## src/rtl/cdb_broadcaster_pkg.sv

```systemverilog
// rtl/cdb_broadcaster_pkg.sv - shared tag constants for the common-data-bus broadcaster
package cdb_broadcaster_pkg;

   localparam int CDB_LW  = 4;
   localparam int NOLABEL = 0;

   typedef logic [CDB_LW-1:0] tag_t;

   // Source queue tags handed out by the reservation-station queues.
   localparam tag_t QUE_ALU = 4'd1;
   localparam tag_t QUE_MUL = 4'd2;
   localparam tag_t QUE_LD  = 4'd3;
   localparam tag_t QUE_ST  = 4'd4;

   function automatic int idx_width(input int n);
      return (n > 1) ? $clog2(n) : 1;
   endfunction

endpackage

```

## src/rtl/cdb_broadcaster_rr_pick.sv

```systemverilog
// rtl/cdb_broadcaster_rr_pick.sv - combinational round-robin picker, search starts after last
module rr_pick
   import cdb_broadcaster_pkg::*;
#(
   parameter int N  = 4,
   parameter int IW = idx_width(N)
) (
   input  logic [N-1:0]  req,
   input  logic [IW-1:0] last,
   output logic [N-1:0]  gnt,
   output logic [IW-1:0] idx,
   output logic          any
);

   logic [IW-1:0] p;

   always_comb begin
      gnt = '0;
      idx = '0;
      any = 1'b0;
      p   = '0;
      // Offsets 1..N visit every slot once, ending on last itself.
      for (int k = 1; k <= N; k++) begin
         p = IW'((int'(last) + k) % N);
         if (!any && req[p]) begin
            any    = 1'b1;
            idx    = p;
            gnt[p] = 1'b1;
         end
      end
   end

endmodule

```

## src/rtl/cdb_broadcaster.sv

```systemverilog
// rtl/cdb_broadcaster.sv - per-source result slots, round-robin CDB arbitration, registered broadcast
module cdb_broadcaster
   import cdb_broadcaster_pkg::*;
#(
   parameter int NSRC = 4,
   parameter int DW   = 32,
   parameter int LW   = CDB_LW
) (
   input  logic               clk,
   input  logic               nRST,
   input  logic [NSRC-1:0]    fuValid,
   input  logic [NSRC*LW-1:0] fuLabel,
   input  logic [NSRC*DW-1:0] fuData,
   output logic [NSRC-1:0]    fuAck,
   output logic               BCEN,
   output logic [LW-1:0]      BClabel,
   output logic [DW-1:0]      BCdata,
   output logic [NSRC-1:0]    pending
);

   localparam int IW = idx_width(NSRC);

   logic [NSRC-1:0] slot_busy;
   logic [LW-1:0]   slot_label [NSRC];
   logic [DW-1:0]   slot_data  [NSRC];
   logic [LW-1:0]   fu_lbl     [NSRC];
   logic [DW-1:0]   fu_dat     [NSRC];

   logic [IW-1:0]   last_grant;
   logic [NSRC-1:0] grant;
   logic [IW-1:0]   grant_idx;
   logic            grant_any;

   for (genvar i = 0; i < NSRC; i++) begin : g_unpack
      assign fu_lbl[i] = fuLabel[i*LW +: LW];
      assign fu_dat[i] = fuData[i*DW +: DW];
   end

   rr_pick #(
      .N  (NSRC),
      .IW (IW)
   ) u_pick (
      .req  (slot_busy),
      .last (last_grant),
      .gnt  (grant),
      .idx  (grant_idx),
      .any  (grant_any)
   );

   // Ack depends only on slot state, never on fuValid.
   assign fuAck   = ~slot_busy | grant;
   assign pending = slot_busy;

   always_ff @(posedge clk or negedge nRST) begin
      if (!nRST) begin
         slot_busy <= '0;
         for (int i = 0; i < NSRC; i++) begin
            slot_label[i] <= '0;
            slot_data[i]  <= '0;
         end
      end else begin
         for (int i = 0; i < NSRC; i++) begin
            // A refill at the grant edge wins over the clear.
            if (fuValid[i] && fuAck[i]) begin
               if (fu_lbl[i] != LW'(NOLABEL)) begin
                  slot_busy[i]  <= 1'b1;
                  slot_label[i] <= fu_lbl[i];
                  slot_data[i]  <= fu_dat[i];
               end else begin
                  slot_busy[i]  <= 1'b0;
               end
            end else if (grant[i]) begin
               slot_busy[i] <= 1'b0;
            end
         end
      end
   end

   always_ff @(posedge clk or negedge nRST) begin
      if (!nRST) begin
         last_grant <= IW'(NSRC - 1);
         BCEN       <= 1'b0;
         BClabel    <= '0;
         BCdata     <= '0;
      end else if (grant_any) begin
         last_grant <= grant_idx;
         BCEN       <= 1'b1;
         BClabel    <= slot_label[grant_idx];
         BCdata     <= slot_data[grant_idx];
      end else begin
         BCEN       <= 1'b0;
         BClabel    <= '0;
         BCdata     <= '0;
      end
   end

endmodule

```

## config.mk

```make
export PLATFORM = sky130hd
export DESIGN_NAME = cdb_broadcaster
export DESIGN_NICKNAME = d
export VERILOG_FILES = /design/src/rtl/cdb_broadcaster_pkg.sv /design/src/rtl/cdb_broadcaster_rr_pick.sv /design/src/rtl/cdb_broadcaster.sv
export SDC_FILE = /design/constraint.sdc
export NUM_CORES = 1
export LEC_CHECK = 0
export CAP_MARGIN = 20
export CORE_UTILIZATION = 35
export CTS_CLUSTER_SIZE = 40
export DETAILED_ROUTE_END_ITERATION = 16
export PLACE_DENSITY = 0.66
export SLEW_MARGIN = 20
export SYNTH_ARGS = -nofsm -noshare
export SYNTH_HDL_FRONTEND = slang
export SYNTH_SLANG_ARGS = --single-unit
```

## constraint.sdc

```tcl
create_clock -name clk -period 4.88 [get_ports clk]
set_input_delay 1.22 -clock clk [delete_from_list [all_inputs] [get_ports clk]]
set_output_delay 1.22 -clock clk [all_outputs]
set_load 0.005 [all_outputs]
```

==> results_dict.tcl <==
set metrics [dict create \
    outcome "completed" \
    die-area_mm2 0.0286 \
    synth_area_leaders "dfrtp_1 47%, mux2_2 6.7%, mux2_1 6.2%" \
    dr.pass1.iters 4 \
    rsz0062_at_grt "false" \
    port_buffers 194 \
    worstSetupPathType "reg -> out" \
    drive_gt1_share_pct 22.3 \
    clockRootBuffer "clkbuf_16" \
    clock_latency_ns 0.44 \
    grt.total_usage_pct 20.4 \
    synthesis.area_mm2 0.00979 \
    cp-end-kind "primary output" \
    worstSetupPathDepth 8 \
    rows 60 \
    dr_total_vias 7356 \
    worstRegToRegCells 11 \
    most-common-layout-cells "193 x clkdlybuf4s50_1, 185 x dfrtp_1, 57 x mux2_2" \
    path_cells "inv_1 -> ha_1 -> buf_4 -> mux2i_1 -> mux2_4 -> nand3_2 -> o221ai_4 -> clkdlybuf4s50_1" \
    viasPerCell 5.61 \
    post_drt_wl_per_cell_um 21.6 \
    overflow 0 \
    dp_hpwl_um 18700 \
    start_kind "flip-flop" \
    setup_violations 0 \
    antenna_found_initial 3 \
    cts_htree_levels 4 \
    post-route-min-period_ns 4.70 \
    cp_slowest_stage_delay_ns 0.65 \
    tightest_slew_ns 1.08 \
    finalNetCount 1083 \
    netlist-cell-type-count 57 \
    drcViolationCount 0 \
    cpMaxStageDelayCell "dfstp_2" \
    syn_area_per_cell_um2 12.9 \
    drt_first_iter_violations 369 \
    synth_seq_area_share_pct 47.8 \
    initial_core_util_pct 36.0 \
    clk_pin_slew_worst_paths_ns 0.08 \
    final_common_cell "clkdlybuf4s50_1" \
    ys.flop_type "dfrtp_1" \
    fin_setup_tns_ns 0 \
    slew_violations 0 \
    grt_pass1_wl_um 44500 \
    yosysWarnings 0 \
    synth_edf_count 0 \
    place.gp.congestion 0.878 \
    critPathBufInv 3 \
    die_w_um 169 \
    cp.required_ns 3.66 \
    clockBufferDepth 2 \
    numCtsBuffers 17 \
    arrival_ns 3.48 \
    syn_nets 917 \
    io_pins 195 \
    synth_top_area_cell "dfrtp_1" \
    wl_um 28400 \
    cts_tree "done" \
    area_delta_synth_final_pct 29.7 \
    coreArea_mm2 0.0272 \
    grt_pass1_vias 7572 \
    ant_nets 0 \
    hold_depth 1 \
    synthArstFlopShare_pct 100 \
    syn_inst 759 \
    grt_start_max_net_pins 122 \
    clock_skew_ns 0.0150 \
    hold_viol 0 \
    cts_sinks 187 \
    crit_family "buffers and inverters" \
    finalCritPeriodShare_pct 96.2 \
    die_height_um 169 \
    synth_seq_cells 187 \
    maxSlewHeadroom_pct 27.8 \
    synth_top_area_share_pct 47.3 \
    maxCapViolCount 0 \
    cp_max_fo 14 \
    clock.fmax_ghz 0.213 \
    hp-class "reg -> reg" \
]
[path summary, 6_finish.rpt]
check,from,endpoint,slack [ns]
setup / recovery,last_grant[1],fuAck[2],0.18
hold reg to reg,slot_data[85],slot_data[85],0.49
max in group asynchronous,nRST,slot_label[14],2.96
hold / removal,slot_data[85],slot_data[85],0.49
min in group asynchronous,nRST,slot_data[109],0.92
setup reg to reg,last_grant[1],BCdata[2],0.79
[routing by layer]
metal  global-route usage, %  routed length (um)  up-vias
met3                    6.60                2400       23
met2                    32.8               13600      269
met5                       0                   9        -
met4                    5.52                 412        2
li1                        -                   -     3320
met1                    26.2               11900     3742
[cell usage after synthesis, drive strengths merged, types with 2 or more instances]
cell type  instances
mux4               4
or2                2
nand2              5
mux2i             55
o31ai             22
a211o             22
dfrtp            185
o31a               2
o221ai            24
clkbuf            45
a32o               7
nand3              7
nand2b             2
dfstp              2
a21oi             28
nor2              29
o21ai             10
mux2             140
o32a              21
o221a             22
or4                4
ha                 8
o22ai             36
buf               31
inv                6
o311a             22
[layout make-up]
type                            instances  area (um2)
Clock inverter                         14         153
Tap cell                              372         465
Clock buffer                           18         429
Sequential cell                       187        4680
Inverter                                6        22.5
Fill cell                            2526       14500
Multi-Input combinational cell        490        4760
Timing Repair Buffer                  223        2180
Antenna cell                            1        2.50
[metrics by stage]
stage / cells / utilization [%] / cell area (um2) / hold WS, ns / setup slack, ns
final: 1311 / 46.7 / 12700 / 0.493 / 0.184
after global routing: 1310 / 46.7 / 12700 / 0.508 / 0.0110
after CTS: 1307 / 46.6 / 12700 / 0.498 / 0.0847
after detailed placement: 1275 / 44.5 / 12100 / 0.480 / 0.467
after global placement: 1275 / 44.5 / 12100 / 0.473 / 0.531
after floorplan: 759 / - / 9790 / 0.464 / 0.715
[sequential cells by signal, summed over array words and instances, names as in the netlist]
name / count
slot_label: 16
BCEN: 1
BClabel: 4
last_grant: 2
BCdata: 32
slot_data: 128
pending: 4
[kinds of logic (layout without fill, tap and decap cells)]
logic type,count (synthesis),in the layout,share of synthesized area (%)
compound gates,226,226,20.0
mux,199,199,23.7
flops,187,187,47.8
buf+inv,82,261,3.96
simple gates,57,57,3.44
fa+ha+maj,8,8,1.02
other cells,0,1,0
[what timing repair did]
item,CTS,global route
endpoints found under the setup margin,1,2
setup buffers,0,3
gates resized for setup,1,0
hold buffers,0,0
pin swaps,0,1
gates cloned,0,0
Power is not shown: default switching activity piles up to over one toggle a cycle in this logic, so the estimate is an artifact.
